[config.mk]
export PLATFORM = sky130hd
export DESIGN_NAME = hough_peak_reader
export DESIGN_NICKNAME = d
export VERILOG_FILES = /design/src/rtl/hough_peak_reader.sv
export SDC_FILE = /design/constraint.sdc
export NUM_CORES = 1
export LEC_CHECK = 0
export CORE_ASPECT_RATIO = 1.25
export CORE_MARGIN = 1.5
export CORE_UTILIZATION = 55
export CTS_BUF_LIST = sky130_fd_sc_hd__clkbuf_8
export DETAILED_ROUTE_END_ITERATION = 10
export GPL_ROUTABILITY_DRIVEN = 1
export PLACE_DENSITY = 0.9
export SYNTH_ARGS = -nofsm -noshare
export SYNTH_HDL_FRONTEND = slang
export SYNTH_SLANG_ARGS = --single-unit
[constraint.sdc]
create_clock -name clock -period 8.7 [get_ports clock]
set_input_delay 1.74 -clock clock [delete_from_list [all_inputs] [get_ports clock]]
set_output_delay 1.74 -clock clock [all_outputs]
set_load 0.02 [all_outputs]
[src/rtl/hough_peak_reader.sv]
// Scans the Hough accumulator RAM. Cells at or above THRESHOLD go out through a 2-deep ready/valid FIFO.
// The block also tracks the maximum cell and can zero each cell after it is read.
module hough_peak_reader #(
  parameter int N_RHO         = 2048,
  parameter int N_THETA       = 180,
  parameter int VOTE_W        = 16,
  parameter int THRESHOLD     = 100,
  parameter bit CLEAR_ON_READ = 1'b1
) (
  input  logic              clock,
  input  logic              reset,
  input  logic              start,
  output logic              rd_enable,
  output logic [10:0]       rd_address,
  output logic [7:0]        rd_theta,
  input  logic [VOTE_W-1:0] rd_data,
  output logic              clr_wren,
  output logic [10:0]       clr_address,
  output logic [7:0]        clr_theta,
  output logic              peak_valid,
  input  logic              peak_ready,
  output logic [10:0]       peak_rho,
  output logic [7:0]        peak_theta,
  output logic [VOTE_W-1:0] peak_votes,
  output logic              busy,
  output logic              done,
  output logic [10:0]       max_rho,
  output logic [7:0]        max_theta,
  output logic [VOTE_W-1:0] max_votes
);
  localparam int RHO_W   = 11;
  localparam int THETA_W = 8;
  localparam logic [RHO_W-1:0]   LAST_RHO   = RHO_W'(N_RHO - 1);
  localparam logic [THETA_W-1:0] LAST_THETA = THETA_W'(N_THETA - 1);
  localparam logic [VOTE_W-1:0]  THRESH     = VOTE_W'(THRESHOLD);

  typedef enum logic [1:0] {IDLE = 2'd0, SCAN = 2'd1, DRAIN = 2'd2, DONE = 2'd3} state_t;

  typedef struct packed {
    logic [RHO_W-1:0]   rho;
    logic [THETA_W-1:0] theta;
    logic [VOTE_W-1:0]  votes;
  } peak_t;

  state_t             state;
  logic [RHO_W-1:0]   rho_cnt;
  logic [THETA_W-1:0] theta_cnt;
  logic               pending;
  logic [RHO_W-1:0]   ev_rho;
  logic [THETA_W-1:0] ev_theta;
  peak_t              fifo0;
  peak_t              fifo1;
  logic [1:0]         fifo_count;

  logic               push;
  logic               pop;
  logic               issue;
  logic               last_cell;
  logic [1:0]         count_next;
  peak_t              new_entry;

  // The issue decision uses next-cycle FIFO occupancy and in-flight reads, so the strobe can be registered.
  always_comb begin
    push            = pending && (rd_data >= THRESH);
    pop             = (fifo_count != 2'd0) && peak_ready;
    count_next      = fifo_count + {1'b0, push} - {1'b0, pop};
    new_entry.rho   = ev_rho;
    new_entry.theta = ev_theta;
    new_entry.votes = rd_data;
    last_cell       = (rho_cnt == LAST_RHO) && (theta_cnt == LAST_THETA);
    if (state == SCAN) begin
      issue = (count_next + {1'b0, rd_enable}) <= 2'd1;
    end else begin
      issue = 1'b0;
    end
  end

  assign clr_wren    = CLEAR_ON_READ ? pending : 1'b0;
  assign clr_address = ev_rho;
  assign clr_theta   = ev_theta;
  assign peak_valid  = (fifo_count != 2'd0);
  assign peak_rho    = fifo0.rho;
  assign peak_theta  = fifo0.theta;
  assign peak_votes  = fifo0.votes;

  // Scan control, read pipeline, output FIFO and maximum tracking
  always_ff @(posedge clock or posedge reset) begin
    if (reset) begin
      state      <= IDLE;
      rho_cnt    <= '0;
      theta_cnt  <= '0;
      pending    <= 1'b0;
      ev_rho     <= '0;
      ev_theta   <= '0;
      rd_enable  <= 1'b0;
      rd_address <= '0;
      rd_theta   <= '0;
      fifo0      <= '0;
      fifo1      <= '0;
      fifo_count <= 2'd0;
      busy       <= 1'b0;
      done       <= 1'b0;
      max_rho    <= '0;
      max_theta  <= '0;
      max_votes  <= '0;
    end else begin
      pending    <= rd_enable;
      ev_rho     <= rd_address;
      ev_theta   <= rd_theta;
      rd_enable  <= issue;
      fifo_count <= count_next;

      if (issue) begin
        rd_address <= rho_cnt;
        rd_theta   <= theta_cnt;
        if (last_cell) begin
          rho_cnt <= rho_cnt;
        end else if (rho_cnt == LAST_RHO) begin
          rho_cnt   <= '0;
          theta_cnt <= theta_cnt + 8'd1;
        end else begin
          rho_cnt <= rho_cnt + 11'd1;
        end
      end

      case ({push, pop})
        2'b10: begin
          if (fifo_count == 2'd0) fifo0 <= new_entry;
          else                    fifo1 <= new_entry;
        end
        2'b01: fifo0 <= fifo1;
        2'b11: begin
          if (fifo_count == 2'd1) begin
            fifo0 <= new_entry;
          end else begin
            fifo0 <= fifo1;
            fifo1 <= new_entry;
          end
        end
        default: ;
      endcase

      // Strict compare keeps the earliest cell on ties
      if (pending && (rd_data > max_votes)) begin
        max_rho   <= ev_rho;
        max_theta <= ev_theta;
        max_votes <= rd_data;
      end

      case (state)
        IDLE: begin
          if (start) begin
            state     <= SCAN;
            busy      <= 1'b1;
            rho_cnt   <= '0;
            theta_cnt <= '0;
            max_rho   <= '0;
            max_theta <= '0;
            max_votes <= '0;
          end
        end
        SCAN: begin
          if (issue && last_cell) state <= DRAIN;
        end
        DRAIN: begin
          if (!rd_enable && !pending && (fifo_count == 2'd0)) begin
            state <= DONE;
            done  <= 1'b1;
            busy  <= 1'b0;
          end
        end
        DONE: begin
          done  <= 1'b0;
          state <= IDLE;
        end
        default: state <= IDLE;
      endcase
    end
  end
endmodule

==> summary.md, run 1 <==
| Metric | Value |
|---|---|
| Outcome | finished clean |
| CP Data Arrival Time | 6010 ps |
| VDD IR max | 248 uV |
| Vias | 5,869 |
| 1st-pass router iterations | 5 |
| CP Cell Sequence | clkdlybuf4s50_1 -> o311ai_0 -> a41oi_1 -> inv_1 -> ha_1 -> inv_1 -> ha_1 -> xnor3_1 -> xnor2_4 -> nand2_1 -> inv_1 -> a41oi_1 -> a311oi_1 |
| Total global routing track utilization | 26.4% |
| Final Hold Viols | 0 |
| Delay-heaviest family, CP | compound AO/OA/AOI/OAI gates |
| Drt drc | 0 |
| Pin count of the biggest net entering global routing | 107 |
| Period minus WS final | 5670 ps |
| Ys async rst share | 100% |
| Post-Route WL | 18.5 mm |
| # clock sinks | 170 |
| Worst Max-Slew Pin Slew | 1220 ps |
| Startpoint types | primary input |
| Setup Buffers After CTS | 0 |
| Post-Syn Instances | 678 |
| FILL cells | 911 |
| Initial DRC count | 409 |
| Num CTS Buffers | 17 |
| Fmax | 176 MHz |
| Count of final max-slew check failures | 0 |
| Initial Utilization | 56.7% |
| Final setup violation count | 0 |
| RSZ-0062 raised after global routing | false |
| I/O Buffers | 132 |
| GP Congestion | 0.922 |
| Number of gates resized after CTS | 0 |
| Ys flop type | dfrtp_1 |
| Worst Hold End | clr_address[3] |
| Post-Synth Adder-Cell Area | 4.46% |
| Vias/cell | 5.95 |
| CTS tree | built |
| Leakage dissipation | 0.00427 uW |
| Buf/Inv on CP | 4 |
| Post-Synth XOR/XNOR Area | 1.24% |
| Hold_sp | rd_address[3] |
| Crit Path Max Fanout | 24 |
| Largest family of logic cells by synthesized area | multiplexers |
| Number of flops mapped to enable cells by yosys | 0 |
| Register bit total from synthesis | 170 |
| Initial antenna violation count | 0 |
| WL per Instance | 18.8 um |
| Post-synthesis sequential area ratio | 56.2% |
| R2r setup slk | 4660 ps |
| TNS Setup | 0 ps |
| H-Tree Depth | 4 |
| R2R Path End | rho_cnt[4] |
| Synth warn | 0 |
| Clk buf depth | 2 |
| DPL Wire Length | 13.0 mm |
| Total core area | 13,300 um^2 |
| Die extent in y | 134 um |
| Share of layout cells above drive strength 1 | 12.8% |
| Crit path largest cell delay | 650 ps |
| Max transition margin | 18.5% |
| Clock latency on the worst-skew pair | 450 ps |
| Crit. End Element | register |
| Reg2reg path depth | 12 |
| Area Overhead vs Synth | 24.3% |
| Root Driver | clkbuf_8 |
| Crit path kind | primary input to register |
| Most used cell, CP | inv_1 |
| Die Area | 14,500 um^2 |
| Worst hold path depth | 0 |
| Remaining antenna violation count | 0 |
| Synth Net Count | 725 |
| CP max stage cell | nand2_1 |
| Reg clk slew, reported paths | 90 ps |
| Max cap viols | 0 |
| Compound-Gate Fraction of Synth Area | 10.2% |
| Clock skew | 15.2 ps |
| Area of the mapped netlist | 7570 um^2 |
| Die width | 108 um |
| Fin crit share | 65.1% |
| Critical Path RT | 9040 ps |
| Multiplexer share of the synthesized area | 12.8% |
| Total congestion overflow | 0 |
| Simple-gate share of the synthesized area | 11.8% |
| R2R Path Start | clr_wren |
| Post-layout nets | 849 |
| Number of global-route vias before repair | 5,988 |
| Hold Path Class | register to register |
| Final Power | 3270 uW |
| Synth cell types | 49 |
| Hold-fix buffers, CTS | 0 |
| Power per cell area | 348 nW/um^2 |
| Syn Area/Cell | 11.2 um^2 |
| N_diodes | 0 |
| Core Rows | 47 |
| Io pins | 133 |
| First-pass GRT wire length | 29.7 mm |
## metrics by stage
stage	instances	hold WS [ps]	util (%)	worst slack, ps	cell area, um^2
final	986	407	70.5	3030	9410
after global routing	986	433	70.5	2730	9410
after CTS	986	410	70.5	3130	9410
after detailed placement	954	388	67.8	2670	9050
after global placement	954	393	67.8	2890	9050
after floorplan	678	481	-	2360	7570
## flip-flops by register name, indices dropped and copies added (netlist names), 11 cells and up
name	cells
max_rho	11
max_votes	16
rho_cnt	11
peak_votes	16
clr_address	11
peak_rho	11
rd_address	11
fifo1	35
## where the power goes
group	switching, uW	internal (uW)
registers	178	1010
clock network	293	210
logic	879	702
## routing by layer
metal	GRT usage, %	vias to the layer above	part of all wire (%)
met5	0	-	0
met4	11.3	0	3.0
met3	6.03	55	7.2
met2	46.3	256	53
met1	31.1	2934	37
li1	-	2624	-
## how the worst max path moves through the flow
| stage | start | depth (start not counted) | slack, ps | endpoint |
|---|---|---|---|---|
| after global placement | rd_data[4] | 13 | 2890 | rho_cnt[4] |
| after floorplan | reset | 1 | 2360 | busy |
| final | rd_data[4] | 13 | 3030 | rho_cnt[4] |
| after detailed placement | rd_data[4] | 13 | 2670 | rho_cnt[4] |
| after CTS | rd_data[4] | 13 | 3130 | rho_cnt[4] |
| after global routing | rd_data[3] | 13 | 2730 | rho_cnt[4] |
## logic make-up (layout without fill, tap and decap cells)
family,after synthesis,count (layout)
adder cells (fa/ha/maj),27,27
XOR/XNOR,7,7
multiplexers,90,90
AO/OA/AOI/OAI,119,119
flip-flops,170,170
buffers and inverters,64,201
AND/OR/NAND/NOR,201,201
## placed cells by master (no fill, tap or decap), types with 4 or more instances in the layout
cell type,netlist,final
xor2_1,4,4
mux2_2,54,54
ha_1,27,27
clkinvlp_4,0,4
nor2_1,19,19
inv_6,0,5
nor3_1,6,6
nand3_1,6,6
clkbuf_8,0,18
clkdlybuf4s50_1,0,132
nand4_1,9,9
a22oi_1,35,35
mux2i_1,36,36
or4_1,4,4
or3_1,5,5
a21oi_1,15,14
nand2_1,131,130
nor2b_1,4,4
o21ai_0,46,46
buf_4,0,7
dfrtp_1,170,170
inv_1,30,29
## cell usage after synthesis (all sizes together) (2+ instances only)
cell / count / area, um^2
or3: 5 / 31.3
nor3: 6 / 30.0
mux2i: 36 / 360
mux2: 54 / 608
o21ai: 47 / 235
or4: 4 / 30.0
nand2: 131 / 492
and3: 2 / 12.5
dfrtp: 170 / 4250
inv: 30 / 113
nor2b: 4 / 25.0
nand2b: 2 / 12.5
nand3: 7 / 40.0
nor2: 19 / 71.3
o31ai: 2 / 15.0
a41oi: 2 / 17.5
a22oi: 35 / 263
xor2: 4 / 35.0
nor4: 3 / 18.8
a21o: 2 / 15.0
a31oi: 2 / 12.5
xnor2: 2 / 36.3
nor4b: 2 / 17.5
o211ai: 4 / 43.8
and2: 3 / 18.8
clkbuf: 27 / 101
a21oi: 15 / 75.1
nand4: 9 / 56.3
buf: 7 / 35.0
ha: 27 / 338
## final cells by class
type / count / area (um^2) / share of cell area [%]
clock buffers: 18 / 248 / 2.63
clock inverters: 14 / 113 / 1.20
inverters: 30 / 118 / 1.25
multi-input cells: 444 / 3090 / 32.8
flip-flops and latches: 170 / 4250 / 45.2
well taps: 171 / 214 / 2.27
repair buffers: 139 / 1370 / 14.6
Power figures use the tool's default switching activity.
==> run 2, diff against run 1 <==
CORE_UTILIZATION = 49   (was 55)
PLACE_DENSITY = 0.85   (was 0.9)
clock period = 5.17 ns   (was 8.7 ns; I/O delays follow)
==> run 2 against run 1 <==
Via count decreased by 4.9%. Clock power increased by 110%. Combinational power increased by 71%. Sequential power increased by 67%. Global-route usage decreased by 3.5 points. First-iteration DRC count decreased by 2.0%. Final area increased by 1.6%. Clock skew about the same. Non-clock buffer count increased by 4. Worst setup slack got worse by 2000 ps. Sequential cell count unchanged. Critical path type unchanged. Largest cell class unchanged. Largest power group unchanged.
==> summary.md, run 2 (synthesis gave the netlist of run 1 again) <==
| Metric | Value |
|---|---|
| Final Power | 5730 uW |
| Register area | 4250 um^2 |
| Drt drc | 0 |
| Remaining antenna violation count | 0 |
| Clock power share | 18.1% |
| Clock skew | 15.3 ps |
| Number of gates resized after CTS | 0 |
| Max reg flops | 35 |
| Hold-fix buffers, CTS | 0 |
| Die width | 114 um |
| Outcome | finished clean |
| Total global routing track utilization | 22.9% |
| DP Area | 9120 um^2 |
| CP Data Arrival Time | 4440 ps |
| Root Driver | clkbuf_8 |
| Total congestion overflow | 0 |
| CTS tree | built |
| Initial DRC count | 401 |
| # clock sinks | 170 |
| Max transition margin | 38.0% |
| Initial Utilization | 50.4% |
| Crit path kind | primary input to register |
| WL per Instance | 17.7 um |
| Clk buf depth | 2 |
| Initial antenna violation count | 0 |
| Share of layout cells above drive strength 1 | 13.0% |
| Core Rows | 50 |
| Count of final max-slew check failures | 0 |
| Internal Power | 3520 uW |
| Fmax | 244 MHz |
| Commonest non-fill, non-tap cell in the layout | dfrtp_1 |
| Area Overhead vs Synth | 26.3% |
| First-pass GRT wire length | 28.7 mm |
| TNS Setup | 0 ps |
| Total core area | 15,000 um^2 |
| Fin area | 9560 um^2 |
| Reg clk slew, reported paths | 90 ps |
| Startpoint types | primary input |
| Final setup violation count | 0 |
| RSZ-0062 raised after global routing | false |
| Number of global-route vias before repair | 5,556 |
| H-Tree Depth | 4 |
| Crit Path Max Fanout | 9 |
| DPL Wire Length | 12.1 mm |
| Largest register by flop count | fifo1 |
| Num CTS Buffers | 17 |
| I/O Buffers | 132 |
| Vias/cell | 5.58 |
| Most frequent cells in the layout | dfrtp_1 (170), clkdlybuf4s50_1 (132), nand2_1 (130), mux2_2 (54), o21ai_0 (46) |
| P_sw | 2210 uW |
| 1st-pass router iterations | 5 |
| VDD IR max | 367 uV |
| Setup Buffers After CTS | 0 |
| Die Area | 16,200 um^2 |
| Crit. End Element | register |
| Die extent in y | 142 um |
| Io pins | 133 |
| Vias | 5,580 |
| Power per cell area | 599 nW/um^2 |
| Pin count of the biggest net entering global routing | 171 |
| FILL cells | 1,184 |
| Worst Max-Slew Pin Slew | 930 ps |
| Clock latency on the worst-skew pair | 460 ps |
| Leakage dissipation | 0.00434 uW |
| Final std cells w/o fill | 1,000 |
| Multi-input gate area | 3090 um^2 |
| Period minus WS final | 4100 ps |
| Hold Path Class | register to register |
| Post-Route WL | 17.7 mm |
| Critical Path RT | 5510 ps |
| Sw Ratio | 38.5% |
| N_diodes | 0 |
| Comb power frac | 47.2% |
| Max cap viols | 0 |
| Fin crit share | 79.2% |
| Final Hold Viols | 0 |
| GP Congestion | 0.885 |
| Placed Cells | 969 |
| Seq pwr share | 34.7% |
| Post-layout nets | 853 |
==> run 2: area by class of cell <==
| cell class | instances | area share (%) |
|---|---|---|
| clock inverter | 14 | 2.15 |
| multi-input combinational | 444 | 32.4 |
| tap | 182 | 2.38 |
| timing repair buffer | 143 | 14.9 |
| clock buffer | 17 | 2.45 |
| sequential | 170 | 44.5 |
| inverter | 30 | 1.22 |
==> run 2: power by group through the flow <==
| stage | combinational [uW] | sequential (uW) | clock [uW] |
|---|---|---|---|
| after floorplan | 1500 | 2220 | 0 |
| after global placement | 2640 | 2000 | 0 |
| after detailed placement | 2710 | 2010 | 0 |
| after CTS | 2730 | 1990 | 1050 |
| after global routing | 2910 | 2040 | 1110 |
| final | 2700 | 1990 | 1040 |
==> run 2: worst max-delay path: stages <==
cell and delay, ps:
clkdlybuf4s50_1 560, o311ai_0 190, a41oi_1 520, inv_1 150, ha_1 320, inv_1 50, ha_1 140, xnor3_1 310
xnor2_4 200, buf_4 190, nand3_1 130, a221oi_2 280, mux2_2 370
==> run 2: path summary, 6_finish.rpt <==
path / startpoint / to / slack, ps / cells past startpoint
max: rd_data[5] / state[1] / 1070 / 13
min: rd_address[3] / clr_address[3] / 400 / 0
max reg2reg: clr_wren / state[1] / 2020 / 12
min reg2reg: rd_address[3] / clr_address[3] / 400 / 0
max in group asynchronous: reset / max_votes[11] / 3310 / 3
min in group asynchronous: reset / fifo1[5] / 1150 / 3
==> run 2: metrics by stage <==
step / hold WS, ps / utilization (%) / setup WS [ps]
2_1_floorplan: 481 / - / 1600
3_3_place_gp: 385 / 60.8 / 683
3_5_place_dp: 384 / 60.8 / 567
4_1_cts: 402 / 63.7 / 1020
5_1_grt: 420 / 63.7 / 786
6_report: 401 / 63.7 / 1070
==> run 2: per-layer routing <==
layer | GRT usage [%] | routed length [um] | up-vias
met5 | 0 | 0 | -
met4 | 10.1 | 538 | 0
met3 | 3.96 | 591 | 44
met2 | 38.8 | 9020 | 142
met1 | 28.9 | 7580 | 2770
li1 | - | - | 2624
==> run 3, diff against run 2 <==
CORE_UTILIZATION = 55   (was 49)
PLACE_DENSITY = 0.9   (was 0.85)
clock period = 3.8 ns   (was 5.17 ns; I/O delays follow)
==> run 3 against run 2 <==
Worst setup slack worse by 830 ps. Highest routed layer unchanged. Sequential power is 37% higher. Largest cell class unchanged. Clock-buffer cell count is 1 higher. Wire length is 8.4% higher. Via count is 6.5% higher. Largest power group unchanged. Clock power is 30% higher. Clock skew is 5.0 ps higher. Total power is 43% higher. Register-to-register slack worse by 1300 ps.
==> summary.md, run 3 (synthesis gave the netlist of run 1 again) <==
| Metric | Value |
|---|---|
| Drt drc | 0 |
| Final std cells w/o fill | 1,017 |
| Reg2reg path depth | 12 |
| Met1 Use GR | 35.0% |
| Post-layout nets | 880 |
| Post-Route WL | 19.2 mm |
| Pin count of the biggest net entering global routing | 128 |
| Power per cell area | 838 nW/um^2 |
| I/O Buffers | 132 |
| End of the critical path | theta_cnt[7] |
| Initial Utilization | 56.7% |
| 1st-pass router iterations | 5 |
| Sw Ratio | 39.4% |
| Fin crit share | 93.6% |
| Crit path kind | primary input to register |
| Outcome | finished clean |
| Clk buf depth | 2 |
| Die Area | 14,500 um^2 |
| Critical Path RT | 4170 ps |
| WL per Instance | 18.9 um |
| R2R Path End | theta_cnt[7] |
| Vias/cell | 5.84 |
| Io pins | 133 |
| Num CTS Buffers | 17 |
| First-pass GRT wire length | 31.3 mm |
| Initial DRC count | 384 |
| Period minus WS final | 3560 ps |
| Final setup violation count | 0 |
| N_diodes | 0 |
| Comb power frac | 50.3% |
| Area Overhead vs Synth | 28.9% |
| Final Power | 8170 uW |
| Initial antenna violation count | 0 |
| Startpoint types | primary input |
| Crit Path Max Fanout | 6 |
| R2R Path Start | fifo_count[1] |
| Remaining antenna violation count | 0 |
| DP Area | 9310 um^2 |
| RSZ-0062 raised after global routing | false |
| DPL Wire Length | 13.3 mm |
| Total congestion overflow | 0 |
| Placed Cells | 983 |
| Final core occ | 73.1% |
| FILL cells | 880 |
| Commonest non-fill, non-tap cell in the layout | dfrtp_1 |
| Register area | 4250 um^2 |
| GRT met2 Usage | 49.0% |
| Multi-input gate area | 3090 um^2 |
| Hold Path Class | register to register |
| Root Driver | clkbuf_8 |
| Reg clk slew, reported paths | 80 ps |
| Core Rows | 47 |
| CP Data Arrival Time | 3920 ps |
| Worst Max-Slew Pin Slew | 934 ps |
| Global routing usage on met3 | 5.73% |
| R2r setup slk | 700 ps |
| TNS Setup | 0 ps |
| Max reg flops | 35 |
| # clock sinks | 170 |
| GP Congestion | 0.870 |
| Fmax | 281 MHz |
| P_sw | 3220 uW |
| Clock power share | 16.5% |
| Leakage dissipation | 0.00447 uW |
| Die width | 108 um |
| H-Tree Depth | 4 |
| Final Hold Viols | 0 |
| Clock skew | 20.3 ps |
| Largest register by flop count | fifo1 |
| Most Used Layer, Global Route | met2 |
| Seq pwr share | 33.3% |
| Fin area | 9750 um^2 |
| Total global routing track utilization | 28.1% |
| CTS tree | built |
| Max transition margin | 37.4% |
| Clock latency on the worst-skew pair | 460 ps |
| Die extent in y | 134 um |
| Internal Power | 4950 uW |
| Total core area | 13,300 um^2 |
| Most frequent cells in the layout | dfrtp_1 (170), clkdlybuf4s50_1 (132), nand2_1 (130), mux2_2 (54), o21ai_0 (46) |
| Number of global-route vias before repair | 6,115 |
| Count of final max-slew check failures | 0 |
| VDD IR max | 1040 uV |
| Max cap viols | 0 |
| CP startpoint | rd_data[13] |
| Vias | 5,943 |
| Crit. End Element | register |
| Share of layout cells above drive strength 1 | 15.8% |
==> run 3: cell types whose count changed in the layout (fill, tap and decap cells not counted), moves of 2 or more <==
cell       change
clkinv_2       -3
inv_6          +3
bufinv_16      -2
buf_4         +25
buf_12         +2
==> run 3: worst min path at each step <==
stage | startpoint | end | slack (ps) | cells past startpoint
2_1_floorplan | fifo1[15] | fifo1[15] | 480 | 1
3_3_place_gp | rd_address[3] | clr_address[3] | 380 | 0
3_5_place_dp | rd_address[0] | clr_address[0] | 390 | 0
4_1_cts | rd_address[6] | clr_address[6] | 410 | 0
5_1_grt | rd_address[0] | clr_address[0] | 420 | 0
6_report | rd_address[6] | clr_address[6] | 410 | 0
==> run 3: power groups by stage <==
stage / logic (uW) / registers (uW) / clock network, uW
after global placement: 3830 / 2700 / 0
after CTS: 4020 / 2710 / 1360
after global routing: 4410 / 2770 / 1430
after detailed placement: 3980 / 2740 / 0
after floorplan: 2040 / 3020 / 0
final: 4110 / 2720 / 1350
==> run 3: what timing repair did <==
action | CTS | global route
buffers inserted | 0 | 2
hold buffers | 0 | 0
setup endpoints to repair | 0 | 16
resized for setup | 0 | 1
==> run 3: layer usage <==
metal  share of wire, %  up-vias  wire length, um
li1                   -     2674                -
met1                 39     2983             7500
met2                 53      243            10300
met3                5.5       43             1060
met4                2.0        0              392
met5                  0        -                0
==> run 3: layout make-up <==
class / count / share of cell area [%]
inverters: 30 / 1.19
clock inverters: 14 / 1.76
flip-flops and latches: 170 / 43.6
multi-input cells: 444 / 31.7
repair buffers: 170 / 17.0
well taps: 171 / 2.19
clock buffers: 18 / 2.54
==> run 3: worst max-delay path, cell delays in order <==
cell	delay [ps]
clkdlybuf4s50_1	450
nor4_2	330
buf_4	160
a41oi_1	220
inv_1	160
ha_1	240
inv_1	60
ha_1	140
xnor3_1	310
xnor2_4	250
buf_4	170
nand4_1	110
or4_1	490
o21ai_0	90
==> run 3: metrics by stage <==
step | hold WS, ps | setup slack [ps]
after global placement | 384 | -230
after CTS | 408 | 107
after floorplan | 481 | 502
after detailed placement | 387 | -355
after global routing | 420 | 10.9
final | 408 | 244
